<file path="src/rtl/reflet_bus_pkg.sv">
`default_nettype none
// +---------------------------------------------------------------------------+
// | reflet_bus_pkg: shared state and owner encodings for the bus arbiter.     |
// | Rev 1.0                                                                   |
// +---------------------------------------------------------------------------+
package reflet_bus_pkg;

    localparam logic [1:0] ST_IDLE = 2'd0;
    localparam logic [1:0] ST_OWN0 = 2'd1;
    localparam logic [1:0] ST_OWN1 = 2'd2;

    typedef enum logic [1:0] {
        OWNER_NONE = 2'd0,
        OWNER_M0   = 2'd1,
        OWNER_M1   = 2'd2
    } owner_t;

    function automatic owner_t owner_of(input logic [1:0] state);
        owner_t owner;
        case (state)
            ST_OWN0: owner = OWNER_M0;
            ST_OWN1: owner = OWNER_M1;
            default: owner = OWNER_NONE;
        endcase
        return owner;
    endfunction

endpackage
`default_nettype wire

</file>
<file path="src/rtl/reflet_bus_arbiter_fsm.sv">
`default_nettype none
// +---------------------------------------------------------------------------+
// | reflet_bus_arbiter_fsm: ownership state, round-robin pointer, burst count.|
// | Rev 1.0                                                                   |
// +---------------------------------------------------------------------------+
module reflet_bus_arbiter_fsm
    import reflet_bus_pkg::*;
#(
    parameter int MAX_BURST = 8
) (
    input  logic       clk,
    input  logic       reset,
    input  logic       m0_req,
    input  logic       m1_req,
    output logic [1:0] state,
    output logic       m0_grant,
    output logic       m1_grant
);

    localparam logic [7:0] C_BURST_MAX  = 8'(MAX_BURST);
    localparam logic [7:0] C_BURST_LAST = 8'(MAX_BURST - 1);

    logic [1:0] r_state;
    logic       r_prio;        // 0: m0 wins the next tie, 1: m1 wins
    logic [7:0] r_burst;

    logic [1:0] w_next_state;
    logic       w_next_prio;
    logic [7:0] w_next_burst;
    logic       w_own_req;
    logic       w_oth_req;
    logic [1:0] w_oth_state;

    always_comb begin
        w_own_req   = (r_state == ST_OWN1) ? m1_req : m0_req;
        w_oth_req   = (r_state == ST_OWN1) ? m0_req : m1_req;
        w_oth_state = (r_state == ST_OWN1) ? ST_OWN0 : ST_OWN1;
    end

    always_comb begin
        w_next_state = r_state;
        w_next_prio  = r_prio;
        w_next_burst = r_burst;
        case (r_state)
            ST_OWN0, ST_OWN1: begin
                if (!w_own_req) begin
                    w_next_state = w_oth_req ? w_oth_state : ST_IDLE;
                end else if (!w_oth_req) begin
                    w_next_burst = (r_burst >= C_BURST_MAX) ? C_BURST_MAX : r_burst + 8'd1;
                end else if (r_burst < C_BURST_LAST) begin
                    w_next_burst = r_burst + 8'd1;
                end else begin
                    // Forced hand-over: the master losing the bus wins the next tie.
                    w_next_state = w_oth_state;
                    w_next_prio  = (r_state == ST_OWN1);
                end
            end
            default: begin
                if (m0_req && m1_req) begin
                    w_next_state = r_prio ? ST_OWN1 : ST_OWN0;
                    w_next_prio  = ~r_prio;
                end else if (m0_req) begin
                    w_next_state = ST_OWN0;
                end else if (m1_req) begin
                    w_next_state = ST_OWN1;
                end else begin
                    w_next_state = ST_IDLE;
                end
            end
        endcase
        if (w_next_state != r_state) begin
            w_next_burst = 8'd0;
        end
    end

    always_ff @(posedge clk or posedge reset) begin
        if (reset) begin
            r_state <= ST_IDLE;
            r_prio  <= 1'b0;
            r_burst <= 8'd0;
        end else begin
            r_state <= w_next_state;
            r_prio  <= w_next_prio;
            r_burst <= w_next_burst;
        end
    end

    assign state    = r_state;
    assign m0_grant = (r_state == ST_OWN0);
    assign m1_grant = (r_state == ST_OWN1);

endmodule
`default_nettype wire

</file>
<file path="src/rtl/reflet_bus_arbiter.sv">
`default_nettype none
// +---------------------------------------------------------------------------+
// | reflet_bus_arbiter: two-master single-port bus arbiter with read steering.|
// | Rev 1.0                                                                   |
// +---------------------------------------------------------------------------+
module reflet_bus_arbiter
    import reflet_bus_pkg::*;
#(
    parameter int WORDSIZE  = 16,
    parameter int MAX_BURST = 8
) (
    input  logic                clk,
    input  logic                reset,
    input  logic                m0_req,
    input  logic [WORDSIZE-1:0] m0_addr,
    input  logic [WORDSIZE-1:0] m0_data_out,
    input  logic                m0_write_en,
    output logic [WORDSIZE-1:0] m0_data_in,
    output logic                m0_grant,
    input  logic                m1_req,
    input  logic [WORDSIZE-1:0] m1_addr,
    input  logic [WORDSIZE-1:0] m1_data_out,
    input  logic                m1_write_en,
    output logic [WORDSIZE-1:0] m1_data_in,
    output logic                m1_grant,
    output logic [WORDSIZE-1:0] s_addr,
    output logic [WORDSIZE-1:0] s_data_out,
    output logic                s_write_en,
    input  logic [WORDSIZE-1:0] s_data_in
);

    logic [1:0] w_state;
    owner_t     r_last_owner;

    reflet_bus_arbiter_fsm #(
        .MAX_BURST (MAX_BURST)
    ) u_fsm (
        .clk      (clk),
        .reset    (reset),
        .m0_req   (m0_req),
        .m1_req   (m1_req),
        .state    (w_state),
        .m0_grant (m0_grant),
        .m1_grant (m1_grant)
    );

    // The write strobe is qualified by req so a master releasing the bus cannot write.
    always_comb begin
        s_addr     = '0;
        s_data_out = '0;
        s_write_en = 1'b0;
        case (w_state)
            ST_OWN0: begin
                s_addr     = m0_addr;
                s_data_out = m0_data_out;
                s_write_en = m0_write_en & m0_req;
            end
            ST_OWN1: begin
                s_addr     = m1_addr;
                s_data_out = m1_data_out;
                s_write_en = m1_write_en & m1_req;
            end
            default: ;
        endcase
    end

    // Slave read data lags the address by a cycle, so steer it by last cycle's owner.
    always_ff @(posedge clk or posedge reset) begin
        if (reset) begin
            r_last_owner <= OWNER_NONE;
        end else begin
            r_last_owner <= owner_of(w_state);
        end
    end

    assign m0_data_in = (r_last_owner == OWNER_M0) ? s_data_in : '0;
    assign m1_data_in = (r_last_owner == OWNER_M1) ? s_data_in : '0;

endmodule
`default_nettype wire
</file>
<file path="config.mk">
export PLATFORM = sky130hd
export DESIGN_NAME = reflet_bus_arbiter
export DESIGN_NICKNAME = d
export VERILOG_FILES = /design/src/rtl/reflet_bus_pkg.sv /design/src/rtl/reflet_bus_arbiter_fsm.sv /design/src/rtl/reflet_bus_arbiter.sv
export SDC_FILE = /design/constraint.sdc
export NUM_CORES = 1
export LEC_CHECK = 0
export BUFFER_PORTS_ARGS = -buffer_cell sky130_fd_sc_hd__clkbuf_2
export CAP_MARGIN = 20
export CORE_UTILIZATION = 38
export DETAILED_ROUTE_END_ITERATION = 8
export PLACE_DENSITY_LB_ADDON = 0.1
export RECOVER_POWER = 25
export SKIP_CTS_REPAIR_TIMING = 1
export SLEW_MARGIN = 20
export SYNTH_ARGS = -nofsm -noshare
export SYNTH_HDL_FRONTEND = slang
export SYNTH_HIERARCHICAL = 1
export SYNTH_SLANG_ARGS = --single-unit
</file>
<file path="constraint.sdc">
create_clock -name clk -period 5.6 [get_ports clk]
set_clock_uncertainty 0.1 [all_clocks]
set_input_delay 0.56 -clock clk [delete_from_list [all_inputs] [get_ports clk]]
set_output_delay 0.56 -clock clk [all_outputs]
set_load 0.02 [all_outputs]
</file>
==> results of run 1 <==
-- sequential cells by signal, summed over array words and instances, names as in the netlist --
name           cells
u_fsm/state        2
r_last_owner       2
u_fsm/r_prio       1
u_fsm/r_burst      8
-- final cells by class --
cell class                      instances  area [um2]
Inverter                               10        37.5
Clock buffer                            4        45.0
Fill cell                             408        1730
Tap cell                               50        62.6
Sequential cell                        13         325
Multi-Input combinational cell        166        1160
Timing Repair Buffer                  152         756
-- report_power, final --
| group | total, W | internal [W] | switching (W) |
|---|---|---|---|
| clock | 0.0000852 | 0.0000504 | 0.0000348 |
| combinational | 0.00104 | 0.000344 | 0.000698 |
| sequential | 0.000141 | 0.000114 | 0.0000266 |
| total | 0.00127 | 0.000508 | 0.000759 |
-- layout by cell type (no fill, tap or decap), types with 2 or more instances in the layout --
cell type	netlist	routed
clkbuf_2	0	148
nor2_1	36	36
a22oi_1	32	32
and2_1	33	32
dfrtp_1	13	13
inv_1	8	8
a21oi_1	8	8
ha_1	8	7
nand3_1	6	6
clkbuf_1	0	5
nand2_1	4	4
nor3_1	4	4
nor4b_2	4	4
clkbuf_8	0	3
mux2_4	2	2
inv_2	2	2
o21ai_0	2	2
a311oi_1	2	2
a31oi_1	2	2
-- how the worst max path moves through the flow --
stage                                  start                           end  slack (ps)  cells after the start
floorplan           u_fsm/state[0]$_DFF_PP0_  u_fsm/r_burst[0]$_DFFE_PP0P_        3230                      8
global placement    u_fsm/state[0]$_DFF_PP0_                 s_data_out[2]        2900                      5
detailed placement  u_fsm/state[0]$_DFF_PP0_                 s_data_out[4]        2880                      5
CTS                 u_fsm/state[0]$_DFF_PP0_                 s_data_out[4]        2610                      5
global route        u_fsm/state[0]$_DFF_PP0_                 s_data_out[4]        2420                      5
finish              u_fsm/state[0]$_DFF_PP0_                 s_data_out[4]        2590                      5
-- metal layers --
layer,track usage [%],vias to the layer above
met1,24.3,894
met5,0,-
li1,-,1011
met2,35.4,72
met4,4.69,0
met3,4.93,4
-- per-stage QoR --
stage          hold slack (ps)  power [W]  std cells  util [%]
2_1_floorplan              201   0.000982        208         -
3_3_place_gp               306    0.00119        391      57.3
3_5_place_dp               313    0.00120        391      57.3
4_1_cts                   49.6    0.00129        395      58.4
5_1_grt                   52.9    0.00138        395      58.1
6_report                  48.2    0.00127        395      58.1
-- logic make-up (layout without fill, tap and decap cells) --
kind of cell,count (synthesis),after routing
mux,4,4
fa+ha+maj,8,8
simple gates,95,95
compound gates,58,58
xor+xnor,1,1
flops,13,13
buf+inv,29,166
-- worst reg2reg max path: cells and delay by family, from the launching register on --
family | cells | cell delay, ps
compound gates | 3 | 830
fa+ha+maj | 1 | 480
flops | 1 | 450
mux | 1 | 370
buf+inv | 1 | 140
==> run metrics, run 1 <==
run status complete, no violations; met2 WL 2780 um; Nets 440; diode count 0; Post-Synth XOR/XNOR Area 0.520%; maxcap violations 0; syn_area_per_cell 8.10 um2; Final WS setup 2590 ps; critical path capture point type primary output; Core Box Area 4120 um2; met3 WL 433 um; FP Rows 23; grt total ovfl 0; Post-DRT Antenna Nets 0; Final Setup Violations 0; final worst path period share 53.7%; Hold Crit Class in -> async; Final Max Tran Viols 0; Initial DRT Pass Iterations 5; Post-Synth Adder-Cell Area 5.94%; Netlist cell types 43; clk root buf clkbuf_8; Crit-path slowest cell ha_1; CP max FO 33; Worst Tran Pin Value 1130 ps; CTS Buf Count 3; RSZ-0062 raised after global routing no; PD cells 530 nW/um2; Reg2Reg Depth 6; maximum vdd drop 0.000273 V; top cells by area, synth dfrtp_1, a22oi_1, and2_1, nor2_1, ha_1; relative slew slack 24.7%; number of flops mapped to enable cells by yosys 0; CP delay by family, top adder cells; predominant post-synthesis flop cell dfrtp_1; DRC Markers 0; vias in the first global route 1,535; crit path kind reg -> out; layout cell share with drive strength beyond 1 48.7%; 1st-iter DRT viols 78; CP Buf/Inv Count 2; Syn Inst Count 208; Ys Warns 6; worst r2r dst u_fsm/r_burst[0]$_DFFE_PP0P_; R2R Setup Slk 3120 ps; post-synth top area share 19.3%; worst r2r src u_fsm/state[0]$_DFF_PP0_; register area share after synthesis 19.3%; Synth Area in Compound Gates 27.1%; first-pass GRT wire length 7160 um; largest family of logic cells by synthesized area simple AND/OR/NAND/NOR gates; mean routed wirelength per cell 13.7 um; clock-pin slew on the worst setup and hold paths 50 ps; most frequent cells after synthesis nor2_1, and2_1, a22oi_1; required time of the worst setup path 4940 ps; crit path DAT 2350 ps; die height 68.6 um; I/O pins 153; routability cong. 0.720; highest metal used met4; top cell type by total area after synthesis dfrtp_1; f_max 333 MHz; H-tree depth 1; Syn-to-layout area delta 41.8%; Syn Nets 302; Clock Latency Late Sink 250 ps; IO Port Bufs 152; Post-Place Worst Slack 2880 ps; Worst path max stage delay 910 ps; most instantiated library cell after synthesis nor2_1; Die Area 4710 um2; ys async rst share 100%; placed inst area 2360 um2; hpwl dp 4360 um; Total Wirelength 5430 um; CTS sink cnt 13; design area 2390 um2; Die Wd 68.6 um; Bufs on Longest Clock Path 2; pin count of the biggest net entering global routing 34; FF+latch count, synth 13; Metal-1 WL 2180 um; final hold vios 0; Initial Util 41.0%; gr usage total 20.1%; mux contribution to synthesized area 3.04%; CTS tree done; Critical Path Source Type register; fin crit period 3010 ps; Cell Area, Synth 1690 um2; vias post-DR 1,981; post-synthesis simple-gate area fraction 32.9%; CP Cell Sequence inv_1 > ha_1 > a22oi_1 > nor2_1 > clkbuf_2; P_leak 1.30 nW; vias per inst 5.02; final setup TNS 0 ps; initial antenna violation count 0
(Power assumes the default switching activity.)
==> run 2: changes to the inputs <==
- ABC_AREA: default -> 1
- clock period: 5.6 -> 2.8 ns (I/O delays scaled with it)
==> run 2 against run 1 <==
  * Register-to-register slack worse by 2400 ps
  * Combinational power increased by 97%
  * Final cell count up 19%
  * Critical path depth decreased by 1
  * Non-clock buffer count up 4
  * Critical endpoint is now s_addr[15]
  * Largest power group unchanged
  * Highest routed layer unchanged
==> run metrics, run 2 <==
Cell Area, Synth 1680 um2; first-pass GRT wire length 7070 um; clock-pin slew on the worst setup and hold paths 60 ps; CTS sink cnt 13; number of flops mapped to enable cells by yosys 0; largest family of logic cells by synthesized area simple AND/OR/NAND/NOR gates; required time of the worst setup path 2420 ps; run status complete, no violations; DRC Markers 0; relative slew slack 33.8%; maximum vdd drop 0.000487 V; final hold vios 0; Clock Latency Late Sink 250 ps; H-tree depth 1; max FFs per register 8; CP max FO 33; R2R Setup Slk 770 ps; final worst path period share 88.9%; Top reg by flops u_fsm/r_burst; initial antenna violation count 0; die height 68.5 um; Final Max Tran Viols 0; mux contribution to synthesized area 0%; maxcap violations 0; most frequent cells after synthesis nand2_1, a21oi_1, inv_1; Initial DRT Pass Iterations 4; cell count after placement 467; fin crit period 2490 ps; vias per inst 4.55; Hold Crit Depth 3; mean routed wirelength per cell 10.8 um; placed inst area 2430 um2; clk root buf clkbuf_8; Netlist cell types 25; Critical Path Source Type register; Die Area 4690 um2; I/O pins 153; Syn-to-layout area delta 47.6%; vias post-DR 2,146; commonest non-fill, non-tap cell in the layout clkbuf_2; FP Rows 23; design area 2480 um2; Initial Util 40.8%; top cell type by total area after synthesis dfrtp_1; Syn Inst Count 277; PD cells 1000 nW/um2; 1st-iter DRT viols 70; layout cell share with drive strength beyond 1 44.1%; Post-DRT Antenna Nets 0; ys async rst share 100%; Hold Crit Class in -> reg; syn_area_per_cell 6.06 um2; top cells by area, synth dfrtp_1, nand2_1, a21oi_1, nor2_4, inv_1; critical path capture point type primary output; Total Wirelength 5100 um; crit path kind reg -> out; vias in the first global route 1,677; RSZ-0062 raised after global routing no; IO Port Bufs 152; Synth Area in Compound Gates 15.4%; Post-Synth Adder-Cell Area 5.97%; Post-Synth XOR/XNOR Area 0.522%; diode count 0; P_leak 1.43 nW; post-synth top area share 19.4%; worst r2r dst u_fsm/r_burst[6]$_DFFE_PP0P_; most instantiated library cell after synthesis nand2_1; Bufs on Longest Clock Path 2; Syn Nets 371; post-synthesis simple-gate area fraction 43.8%; Die Wd 68.5 um; register area share after synthesis 19.4%; FF+latch count, synth 13; Final Setup Violations 0; pin count of the biggest net entering global routing 34; Hold Crit Endpoint u_fsm/r_prio$_DFFE_PP0P_; start point of the worst hold path m0_req; Worst Tran Pin Value 993 ps; CTS tree done; Final Core Density 60.2%; most frequent cells in the layout clkbuf_2, nand2_1, inv_1, a21oi_1, nor2_1; Ys Warns 6; CTS Buf Count 3; predominant post-synthesis flop cell dfrtp_1; non-filler cells, final 472; routability cong. 0.842; crit path DAT 2110 ps; Nets 517; Reg2Reg Depth 11; Tot Pwr 0.00249 W; Core Box Area 4120 um2; worst r2r src u_fsm/state[0]$_DFF_PP0_; f_max 402 MHz; hpwl dp 4140 um; grt total ovfl 0; final setup TNS 0 ps; gr usage total 19.6%
## run 2: cell count changes in the layout (fill, tap and decap cells not counted), moves of 6 or more
cell,before,now
nor2_1,36,26
nand2_1,4,83
a22oi_1,32,0
nor2_4,0,13
a21oi_1,8,38
nand2_2,1,7
inv_1,8,38
and2_1,32,0
nor2_2,0,9
o21ai_0,2,8
## run 2: worst max-delay path by stage
stage                        startpoint                            to  slack (ps)
2_1_floorplan  u_fsm/state[0]$_DFF_PP0_  u_fsm/r_burst[2]$_DFFE_PP0P_         810
3_3_place_gp   u_fsm/state[0]$_DFF_PP0_                     s_addr[2]         640
3_5_place_dp   u_fsm/state[0]$_DFF_PP0_                    s_addr[15]         580
4_1_cts        u_fsm/state[0]$_DFF_PP0_                    s_addr[15]         300
5_1_grt        u_fsm/state[0]$_DFF_PP0_                    s_addr[15]         140
6_report       u_fsm/state[0]$_DFF_PP0_                    s_addr[15]         310
## run 2: layout make-up
| class | count | area (um2) |
|---|---|---|
| clock inverters | 1 | 5.00 |
| fillers | 433 | 1640 |
| repair buffers | 156 | 783 |
| well taps | 50 | 62.6 |
| multi-input cells | 208 | 1100 |
| flip-flops and latches | 13 | 325 |
| inverters | 41 | 156 |
| clock buffers | 3 | 41.3 |
## run 2: metrics by stage
step           setup slack [ps]  hold WS [ps]
2_1_floorplan               813         -78.8
3_3_place_gp                641          24.9
3_5_place_dp                582          32.0
4_1_cts                     301          -230
5_1_grt                     139           325
6_report                    312           288
## run 2: where the power goes
part,internal (W),leakage (nW),total (W),switching (W)
Combinational,0.000619,1.23,0.00205,0.00143
Clock,0.0000984,0.0255,0.000169,0.0000703
Sequential,0.000226,0.174,0.000270,0.0000440
## run 2: kinds of logic after synthesis
group,count (synthesis)
xor+xnor,1
flops,13
buf+inv,56
fa+ha+maj,8
compound gates,50
simple gates,149
## run 2: metal layers
layer	track usage [%]	share of wire, %
met5	0	0
met3	4.00	7.1
met4	4.69	0.86
met2	36.4	52
met1	22.6	40
## run 2: worst max-delay path: stages, from the launching register on
cell and delay [ps]:
dfrtp_1 470, inv_1 100, ha_1 960, a21oi_1 120, clkbuf_2 210
==> run 3: changes to the inputs <==
- MAX_ROUTING_LAYER: default -> met4
==> run 3 against run 2 <==
  * Clock-buffer cell count unchanged
  * Final cell count unchanged
  * Die area stayed put
  * Sequential share of layout area did not move
  * Critical endpoint unchanged
==> run metrics, run 3 (synthesis gave the netlist of run 2 again) <==
run status complete, no violations; DRC Markers 0; Initial DRT Pass Iterations 4; Final WS setup 312 ps; Bufs on Longest Clock Path 2; relative slew slack 33.8%; IO Port Bufs 152; Worst Tran Pin Value 993 ps; initial antenna violation count 0; CP max FO 33; 1st-iter DRT viols 70; f_max 402 MHz; H-tree depth 1; Syn-to-layout area delta 47.6%; commonest non-fill, non-tap cell in the layout clkbuf_2; pin count of the biggest net entering global routing 34; most frequent cells in the layout clkbuf_2, nand2_1, inv_1, a21oi_1, nor2_1; clock power share 6.8%; vias per inst 4.55; required time of the worst setup path 2420 ps; die height 68.5 um; diode count 0; maximum vdd drop 0.000487 V; layout cell share with drive strength beyond 1 44.1%; sequential share of power 10.9%; final hold vios 0; hpwl dp 4140 um; Initial Util 40.8%; RSZ-0062 raised after global routing no; fin crit period 2490 ps; Top reg by flops u_fsm/r_burst; clk root buf clkbuf_8; gr usage total 20.2%; placed inst area 2430 um2; Final Max Tran Viols 0; clock-pin slew on the worst setup and hold paths 60 ps; maxcap violations 0; Post-Place Worst Slack 582 ps; mean routed wirelength per cell 10.8 um; vias post-DR 2,146; P_sw 0.00154 W; Clock Latency Late Sink 250 ps; critical path capture point type primary output; vias in the first global route 1,677; max FFs per register 8; non-filler cells, final 472; Hold Crit Class in -> reg; P_leak 1.43 nW; final worst path period share 88.9%; cell count after placement 467; Nets 517; Sw Ratio 62.0%; CTS Buf Count 3; final setup TNS 0 ps; crit path DAT 2110 ps; Gate power share 82.3%; design area 2480 um2; Core Box Area 4120 um2; Final Setup Violations 0; FP Rows 23; I/O pins 153; Post-DRT Antenna Nets 0; Die Area 4690 um2; grt total ovfl 0; Die Wd 68.5 um; Critical Path Source Type register; Int Pwr 0.000944 W; first-pass GRT wire length 7070 um; CTS tree done; routability cong. 0.855; Total Wirelength 5100 um; crit path kind reg -> out; CTS sink cnt 13; PD cells 1000 nW/um2
[run 3: stage by stage]
stage                     utilization, %  hold slack (ps)  total power, W
after global placement              59.0             24.9         0.00233
after detailed placement            59.0             32.0         0.00234
after global routing                60.2              325         0.00274
final                               60.2              288         0.00249
after floorplan                        -            -78.8         0.00184
after CTS                           60.2             -230         0.00252
[run 3: final timing paths]
| kind | startpoint | endpoint | slack [ps] | depth (start not counted) |
|---|---|---|---|---|
| setup / recovery | u_fsm/state[0]$_DFF_PP0_ | s_addr[15] | 310 | 4 |
| hold / removal | m0_req | u_fsm/r_prio$_DFFE_PP0P_ | 290 | 3 |
| setup reg to reg | u_fsm/state[0]$_DFF_PP0_ | u_fsm/r_burst[6]$_DFFE_PP0P_ | 770 | 11 |
| hold reg to reg | u_fsm/r_burst[6]$_DFFE_PP0P_ | u_fsm/r_burst[6]$_DFFE_PP0P_ | 420 | 2 |
| max in group asynchronous | reset | u_fsm/state[0]$_DFF_PP0_ | 1820 | 3 |
| min in group asynchronous | reset | r_last_owner[0]$_DFF_PP0_ | 340 | 3 |
[run 3: final cells by class]
type	count	area, um2
clock buffer	3	41.3
fill	433	1640
sequential	13	325
timing repair buffer	156	783
clock inverter	1	5.00
multi-input combinational	208	1100
inverter	41	156
tap	50	62.6
[run 3: worst max-delay path, cell delays in order, from the launching register on]
cell and delay [ps]:
dfrtp_1 470, inv_1 100, ha_1 960, a21oi_1 120
clkbuf_2 210
[run 3: power groups by stage]
stage | clock [W] | combinational (W) | sequential, W
6_report | 0.000169 | 0.00205 | 0.000270
5_1_grt | 0.000180 | 0.00228 | 0.000277
4_1_cts | 0.000175 | 0.00207 | 0.000269
3_5_place_dp | 0 | 0.00207 | 0.000273
3_3_place_gp | 0 | 0.00206 | 0.000269
2_1_floorplan | 0 | 0.00158 | 0.000259
[run 3: metal layers]
metal	wire length, um	up-vias	part of all wire, %	global-route usage (%)
li1	-	1127	-	-
met1	2030	947	40	22.6
met2	2660	65	52	36.4
met3	362	7	7.1	4.00
met4	44	0	0.86	4.69
met5	0	-	0	-
